--- config.mk ---
export PLATFORM = sky130hd
export DESIGN_NAME = mem_port_arbiter
export DESIGN_NICKNAME = d
export VERILOG_FILES = /design/src/rtl/mem_arb_types.sv /design/src/rtl/starve_counter.sv /design/src/rtl/mem_port_arbiter.sv
export SDC_FILE = /design/constraint.sdc
export NUM_CORES = 1
export LEC_CHECK = 0
export CELL_PAD_IN_SITES_DETAIL_PLACEMENT = 1
export CELL_PAD_IN_SITES_GLOBAL_PLACEMENT = 2
export CORE_MARGIN = 4
export CORE_UTILIZATION = 22
export CTS_BUF_LIST = sky130_fd_sc_hd__clkbuf_4 sky130_fd_sc_hd__clkbuf_8 sky130_fd_sc_hd__clkbuf_16
export CTS_CLUSTER_DIAMETER = 80
export CTS_CLUSTER_SIZE = 20
export DETAILED_ROUTE_END_ITERATION = 16
export GPL_ROUTABILITY_DRIVEN = 1
export MAX_ROUTING_LAYER = met4
export PLACE_DENSITY_LB_ADDON = 0.1
export SLEW_MARGIN = 10
export SYNTH_ARGS = -nofsm -noshare
export SYNTH_HDL_FRONTEND = slang
export SYNTH_HIERARCHICAL = 1
export SYNTH_SLANG_ARGS = --single-unit
--- constraint.sdc ---
create_clock -name clk -period 1.6 [get_ports clk]
set_input_delay 0.4 -clock clk [delete_from_list [all_inputs] [get_ports clk]]
set_output_delay 0.4 -clock clk [all_outputs]
set_load 0.01 [all_outputs]
--- src/rtl/mem_arb_types.sv ---
// rtl/mem_arb_types.sv - shared arbiter state/owner enums and starvation default
package mem_arb_types;

  typedef enum logic [1:0] {
    IDLE   = 2'd0,
    ACCESS = 2'd1,
    RESP   = 2'd2
  } arb_state_e;

  typedef enum logic {
    OWN_IF = 1'b0,
    OWN_DM = 1'b1
  } arb_owner_e;

  localparam int STARVE_MAX_DEF = 4;

endpackage

--- src/rtl/starve_counter.sv ---
// rtl/starve_counter.sv - saturating fetch-wait counter, forces a fetch win at MAX
module starve_counter
  import mem_arb_types::*;
#(
  parameter int MAX = STARVE_MAX_DEF
) (
  input  logic clk,
  input  logic reset,
  input  logic if_req,
  input  logic if_gnt,
  output logic force_fetch
);

  localparam logic [2:0] MAX_C = 3'(MAX);

  logic [2:0] cnt_q, cnt_d;

  always_comb begin
    cnt_d = cnt_q;
    if (if_gnt) begin
      cnt_d = 3'd0;
    end else if (if_req && (cnt_q < MAX_C)) begin
      cnt_d = cnt_q + 3'd1;
    end
  end

  always_ff @(posedge clk) begin
    if (!reset) begin
      cnt_q <= 3'd0;
    end else begin
      cnt_q <= cnt_d;
    end
  end

  assign force_fetch = (cnt_q == MAX_C);

endmodule

--- src/rtl/mem_port_arbiter.sv ---
// rtl/mem_port_arbiter.sv - fetch/data arbiter onto one synchronous RAM port
// Optional fetch starvation guard: ARB_STARVE_GUARD_EN
module mem_port_arbiter
  import mem_arb_types::*;
#(
  parameter int ADDR_W     = 32,
  parameter int DATA_W     = 32,
  parameter int STARVE_MAX = STARVE_MAX_DEF
) (
  input  logic              clk,
  input  logic              reset,
  input  logic              if_req,
  input  logic [ADDR_W-1:0] if_addr,
  output logic              if_gnt,
  output logic              if_valid,
  output logic [15:0]       if_rdata,
  input  logic              dm_req,
  input  logic              dm_we,
  input  logic [ADDR_W-1:0] dm_addr,
  input  logic [DATA_W-1:0] dm_wdata,
  output logic              dm_gnt,
  output logic              dm_valid,
  output logic [DATA_W-1:0] dm_rdata,
  output logic [ADDR_W-1:0] mem_addr,
  output logic [DATA_W-1:0] mem_wdata,
  output logic              mem_we,
  input  logic [DATA_W-1:0] mem_rdata
);

  arb_state_e        state_q, state_d;
  arb_owner_e        owner_q, owner_d;
  logic              a1_q, a1_d;
  logic              we_q, we_d;
  logic              if_gnt_q, if_gnt_d, dm_gnt_q, dm_gnt_d;
  logic              if_valid_q, if_valid_d, dm_valid_q, dm_valid_d;
  logic              mem_we_q, mem_we_d;
  logic [ADDR_W-1:0] mem_addr_q, mem_addr_d;
  logic [DATA_W-1:0] mem_wdata_q, mem_wdata_d;
  logic [15:0]       if_rdata_q, if_rdata_d;
  logic [DATA_W-1:0] dm_rdata_q, dm_rdata_d;
  logic              force_fetch;
  logic              fetch_wins;

`ifdef ARB_STARVE_GUARD_EN
  starve_counter #(
    .MAX(STARVE_MAX)
  ) u_starve (
    .clk        (clk),
    .reset      (reset),
    .if_req     (if_req),
    .if_gnt     (if_gnt_q),
    .force_fetch(force_fetch)
  );
`else
  localparam int unused_starve_max = STARVE_MAX;
  assign force_fetch = 1'b0;
`endif

  logic unused_addr_bits;
  assign unused_addr_bits = ^{if_addr[0], dm_addr[1:0]};

  assign fetch_wins = if_req && (!dm_req || force_fetch);

  // Read data is live from the RAM during RESP and held from the flop otherwise.
  assign if_rdata  = if_valid_q ? (a1_q ? mem_rdata[31:16] : mem_rdata[15:0]) : if_rdata_q;
  assign dm_rdata  = dm_valid_q ? (we_q ? '0 : mem_rdata) : dm_rdata_q;
  assign if_gnt    = if_gnt_q;
  assign dm_gnt    = dm_gnt_q;
  assign if_valid  = if_valid_q;
  assign dm_valid  = dm_valid_q;
  assign mem_we    = mem_we_q;
  assign mem_addr  = mem_addr_q;
  assign mem_wdata = mem_wdata_q;

  always_comb begin
    state_d     = state_q;
    owner_d     = owner_q;
    a1_d        = a1_q;
    we_d        = we_q;
    mem_addr_d  = mem_addr_q;
    mem_wdata_d = mem_wdata_q;
    if_gnt_d    = 1'b0;
    dm_gnt_d    = 1'b0;
    if_valid_d  = 1'b0;
    dm_valid_d  = 1'b0;
    mem_we_d    = 1'b0;
    if_rdata_d  = if_rdata;
    dm_rdata_d  = dm_rdata;
    case (state_q)
      IDLE, RESP: begin
        if (if_req || dm_req) begin
          state_d = ACCESS;
          if (fetch_wins) begin
            owner_d    = OWN_IF;
            a1_d       = if_addr[1];
            we_d       = 1'b0;
            mem_addr_d = {2'b00, if_addr[ADDR_W-1:2]};
            if_gnt_d   = 1'b1;
          end else begin
            owner_d     = OWN_DM;
            we_d        = dm_we;
            mem_addr_d  = {2'b00, dm_addr[ADDR_W-1:2]};
            mem_wdata_d = dm_wdata;
            mem_we_d    = dm_we;
            dm_gnt_d    = 1'b1;
          end
        end else begin
          state_d = IDLE;
        end
      end
      ACCESS: begin
        state_d    = RESP;
        if_valid_d = (owner_q == OWN_IF);
        dm_valid_d = (owner_q == OWN_DM);
      end
      default: state_d = IDLE;
    endcase
  end

  always_ff @(posedge clk) begin
    if (!reset) begin
      state_q     <= IDLE;
      owner_q     <= OWN_IF;
      a1_q        <= 1'b0;
      we_q        <= 1'b0;
      if_gnt_q    <= 1'b0;
      dm_gnt_q    <= 1'b0;
      if_valid_q  <= 1'b0;
      dm_valid_q  <= 1'b0;
      mem_we_q    <= 1'b0;
      mem_addr_q  <= '0;
      mem_wdata_q <= '0;
      if_rdata_q  <= '0;
      dm_rdata_q  <= '0;
    end else begin
      state_q     <= state_d;
      owner_q     <= owner_d;
      a1_q        <= a1_d;
      we_q        <= we_d;
      if_gnt_q    <= if_gnt_d;
      dm_gnt_q    <= dm_gnt_d;
      if_valid_q  <= if_valid_d;
      dm_valid_q  <= dm_valid_d;
      mem_we_q    <= mem_we_d;
      mem_addr_q  <= mem_addr_d;
      mem_wdata_q <= mem_wdata_d;
      if_rdata_q  <= if_rdata_d;
      dm_rdata_q  <= dm_rdata_d;
    end
  end

endmodule

### Word-level counts from Yosys, hierarchy flattened

Cells that the tools add are included.

| storage, ports and cells | value |
|---|---|
| register bits | 122 |
| bits in latches | 0 |
| RAM bits | 0 |
| memory bits (read-only) | 0 |
| output and inout port bits | 117 |
| word-level logic and storage cells | 37 |
| memories kept | 0 |

| cells by class | value |
|---|---|
| add/sub/neg operators | 0 |
| multiply operators | 0 |
| div/mod/pow operators | 0 |
| order comparisons | 0 |
| equality and inequality tests | 2 |
| shifts and indexed selects | 0 |
| multiplexer cells | 10 |
| bitwise logic cells | 2 |
| reduce and logical (&&, ||, !) cells | 10 |

Operators with widths:

| kind | number |
|---|---|
| 32-bit two-way mux | 2 |
| 16-bit two-way mux | 2 |
| 30-bit two-way mux | 1 |
| 3-bit AND reduction | 3 |
| 1-bit two-way mux | 4 |
| 2-bit one-hot mux with 2 select lines | 1 |
| 2-bit AND reduction | 2 |
| 2-bit by 1-bit == test with 1-bit output, second input constant | 1 |
| 2-bit == test, second input constant | 1 |
| 2-bit zero test | 1 |
| 1-bit NOT | 2 |
| 2-bit OR reduction | 1 |
| 1-bit logical AND | 1 |
| 1-bit zero test | 1 |
| 1-bit logical OR | 1 |

### Longest topological paths before layout

| depth | value |
|---|---|
| depth in word-level cells | 4 |
| depth in mapped cells | 5 |

### Worst setup path before layout

Ideal clock, no wire load.

| timing | value |
|---|---|
| kind | flip-flop to output port |
| start | register if_valid_q, in the netlist if_valid |
| end | output if_rdata[11] |
| arrival | 1011 ps |
| path slack | 189 ps |
| cell stages (with the launch flop) | 4 |
| buffers on the path | 1 |
| cells stage by stage | dfxtp_1 > clkbuf_1 > nor2_1 > a21oi_1 |

| on the way | value |
|---|---|
| longest elaborated chain between the ends | 1 |

Ends and longest elaborated chain:

| element | RTL line | RTL |
|---|---|---|
| start: declaration | mem_port_arbiter.sv:35 | `logic if_valid_q, if_valid_d, dm_valid_q, dm_valid_d;` |
| start signal: assignment | mem_port_arbiter.sv:142 | `if_valid_q <= if_valid_d;` |
| 16-bit two-way mux | mem_port_arbiter.sv:65 | `assign if_rdata = if_valid_q ? (a1_q ? mem_rdata[31:16] : mem_rdata[15:0]) : if_rdata_q;` |
| end: declaration | mem_port_arbiter.sv:16 | `output logic [15:0] if_rdata,` |

No other way between the ends.

### Worst setup path in the final report

| timing | value |
|---|---|
| start | register we_q |
| end | output dm_rdata[6] |

| on the way | value |
|---|---|
| longest elaborated chain between the ends | 2 |

Ends and longest elaborated chain:

| element | RTL line | RTL |
|---|---|---|
| start: declaration | mem_port_arbiter.sv:33 | `logic we_q, we_d;` |
| start signal: assignment | mem_port_arbiter.sv:139 | `we_q <= we_d;` |
| 32-bit two-way mux (2 in series) | mem_port_arbiter.sv:66 | `assign dm_rdata = dm_valid_q ? (we_q ? '0 : mem_rdata) : dm_rdata_q;` |
| end: declaration | mem_port_arbiter.sv:23 | `output logic [DATA_W-1:0] dm_rdata,` |

No other way between the ends.

==> impl_metrics.csv <==
group,metric,value,unit
synthesis,synth_area_per_cell,9.263,um^2
outcome,failed_checks,"setup timing",
setup_path,start_kind,"flip-flop",
timing,finClkSkew,0.009868,ns
final_layout,nFillCells,2536,
final_layout,final_common_cell,"clkdlybuf4s50_1",
placement,dpl-instance-area,8207,um^2
synthesis,synth_top_family_by_area,"compound AO/OA/AOI/OAI gates",
setup_path,slowest_stage,"dfxtp_2",
timing,rsz0062_at_grt,"yes",
drt,drtIter0Drc,124,
synthesis,synth_edf_count,0,
setup_path,reg2reg_depth,8,
synthesis,synth-xor-area-share,0,%
setup_path,cp_slowest_stage_delay,0.31,ns
synthesis,synthAdderAreaFrac,0,%
placement,routabilityCongestion,0.7703,
setup_path,worstSetupEndpointType,"output port",
power,ir_worst_vdd,528.4,uV
final_layout,design_area,9453,um^2
placement,hpwl,13940,um
clock_network,cts_max_path_buffers,2,
placement,io_buffers,244,
timing,timing.fmax,515.6,MHz
floorplanning,start_util,22.28,%
synthesis,synth_mux_area_share,3.184,%
final_layout,final_layout_size_suffix_gt1_share,31.55,%
clock_network,clkTransAtPathRegs,0.06,ns
final_layout,finalNonFillerCells,1163,
final_layout,final_cell_mix,"clkdlybuf4s50_1 (127), dfxtp_1 (116), nand2_1 (82)",
clock_network,clk_latency,0.41,ns
floorplanning,rows,55,
global_routing,grt_pass1_wl,31490,um
placement,dp_slack,-0.5980,ns
min_path,worstHoldPathCells,3,
synthesis,synth-main-ff-cell,"dfxtp_1",
synthesis,yosysWarningCount,6,
synthesis,seq_area_frac_synth,47.76,%
global_routing,antenna_found_initial,0,
synthesis,synth_cell_types,30,
clock_network,h-tree-depth,4,
drt,drc_errors,0,
timing,drv_slew,0,
setup_path,cp_common_cell,"buf_12",
global_routing,grt_max_degree,69,
synthesis,synth_compound_area_share,24.25,%
drt,wl_per_cell,17.14,um
synthesis,synthesis.area,5030,um^2
clock_network,cts_tree,"done",
timing,worst_slack,-0.3396,ns
final_layout,syn2layout_area_growth,87.94,%
drt,vias,5080,
final_layout,diodes,0,
clock_network,cts-root-buf,"clkbuf_16",
floorplanning,coreArea,22570,um^2
timing,period_minus_slack,1.940,ns
synthesis,synthArstFlopShare,0,%
drt,first_pass_iters,4,
clock_network,cts_buffers,17,
drt,ant_nets,0,
floorplanning,die_h,159.2,um
setup_path,worstSetupPathType,"reg -> out",
global_routing,grt_pass1_vias,5637,
synthesis,yosys_register_bits,120,
timing,finalSetupViolCount,48,
timing,hold_viol,0,
setup_path,crit_arrival,1.54,ns
final_layout,nets,998,
floorplanning,die-area,25350,um^2
run,max_cap_viol_count,0,
placement,placed_cells,1098,
timing,post-route-period-util,121.2,%
setup_path,path_max_fanout,7,
power,power.density,953.1,nW/um^2
setup_path,path_cells,"and2b_4 -> buf_12 -> buf_12 -> nand2_4 -> nand2_1 -> buf_2",
synthesis,syn_inst,543,
drt,wirelength,19930,um
min_path,hold_class,"in -> reg",
floorplanning,die_w,159.2,um
clock_network,cts_sinks,120,
floorplanning,ioPinCount,250,
global_routing,grt_overflow,0,
drt,vias_per_cell,4.368,
global_routing,grtUsageTotal,16.14,%
power,p_total,9010,uW
outcome,outcome,"finished with violations",
synthesis,synthSimpleGateAreaFrac,18.98,%
setup_path,crit_required,1.20,ns
power,cellLeakagePower,0.004217,uW
==> cells in the mapped netlist, types with 2 or more instances <==
| master | count | share of area (%) |
|---|---|---|
| a21boi_1 | 66 | 9.9 |
| a21oi_1 | 18 | 1.8 |
| a22oi_1 | 27 | 4.0 |
| and2_1 | 19 | 2.4 |
| buf_12 | 2 | 0.80 |
| buf_2 | 13 | 1.3 |
| buf_4 | 11 | 1.6 |
| buf_6 | 3 | 0.67 |
| clkbuf_1 | 14 | 1.0 |
| dfxtp_1 | 120 | 48 |
| inv_1 | 3 | 0.22 |
| mux2i_1 | 16 | 3.2 |
| nand2_1 | 130 | 9.7 |
| nand2b_1 | 33 | 4.1 |
| nand3b_1 | 2 | 0.30 |
| nor2_1 | 19 | 1.4 |
| nor2b_1 | 3 | 0.37 |
| o21ai_0 | 4 | 0.40 |
| o21ai_1 | 3 | 0.30 |
| o22ai_1 | 2 | 0.25 |
| o2bb2ai_1 | 7 | 1.2 |
| o2bb2ai_2 | 20 | 6.0 |
==> what timing repair did <==
| action | 4_1_cts | 5_1_grt |
|---|---|---|
| hold buffers | 0 | 0 |
| setup endpoints to repair | 115 | 50 |
| resized for setup | 363 | 55 |
| hold endpoints to repair | 0 | 0 |
| gates cloned | 4 | 1 |
| buffers inserted | 16 | 14 |
| pin swaps | 41 | 19 |
==> area by class of cell <==
class	count	area (um^2)	area share, %
timing repair buffer	345	3329	35.22
multi-input combinational	377	2678	28.33
sequential	120	2412	25.52
clock buffer	21	467.9	4.950
tap	285	356.6	3.772
clock inverter	11	193.9	2.052
inverter	4	15.01	0.1588
==> sequential cells by signal (all words and copies together) (netlist names) <==
signal,flops
if_gnt,1
mem_wdata,32
mem_we,1
state_q,2
dm_rdata_q,32
if_rdata_q,16
a1_q,1
if_valid,1
mem_addr,30
dm_gnt,1
we_q,1
owner_q,1
dm_valid,1
==> per-stage QoR <==
step	hold WS [ns]	TNS, ns	utilization, %
2_1_floorplan	0.3992	0	-
3_3_place_gp	0.4206	-34.71	36.36
3_5_place_dp	0.4449	-34.88	36.36
4_1_cts	0.3279	-14.99	40.67
5_1_grt	0.3329	-16.30	41.88
6_report	0.3521	-12.81	41.88
==> where the power goes <==
group          switching [uW]  total [uW]  internal [uW]
Clock                    1410        4300           2890
Sequential               81.6        3230           3150
Combinational             660        1480            824
Total                    2150        9010           6860
==> path summary, 6_finish.rpt <==
check / from / to / slack (ns)
max: we_q / dm_rdata[6] / -0.34
min: reset / mem_addr[28] / 0.35
max reg2reg: we_q / dm_rdata_q[23] / 0.09
min reg2reg: owner_q / if_valid / 0.43
==> metal layers <==
layer  vias to the layer above  GRT usage, %  part of all wire [%]
li1                       2480             -                     -
met1                      2439         18.88                    43
met2                       150         26.60                    50
met3                        11         5.954                   6.3
met4                         0         3.669                  0.82
met5                         -             -                     0
==> critical path, delay by kind of cell, from the launching register on <==
kind	cells	cell delay, ns
buf+inv	3	0.41
simple gates	3	0.39
flops	1	0.31
==> kinds of logic after synthesis <==
group	after synthesis
simple gates	210
other cells	1
compound gates	149
mux	16
buf+inv	47
flops	120
Note: power is estimated with default switching activity, not from simulation.
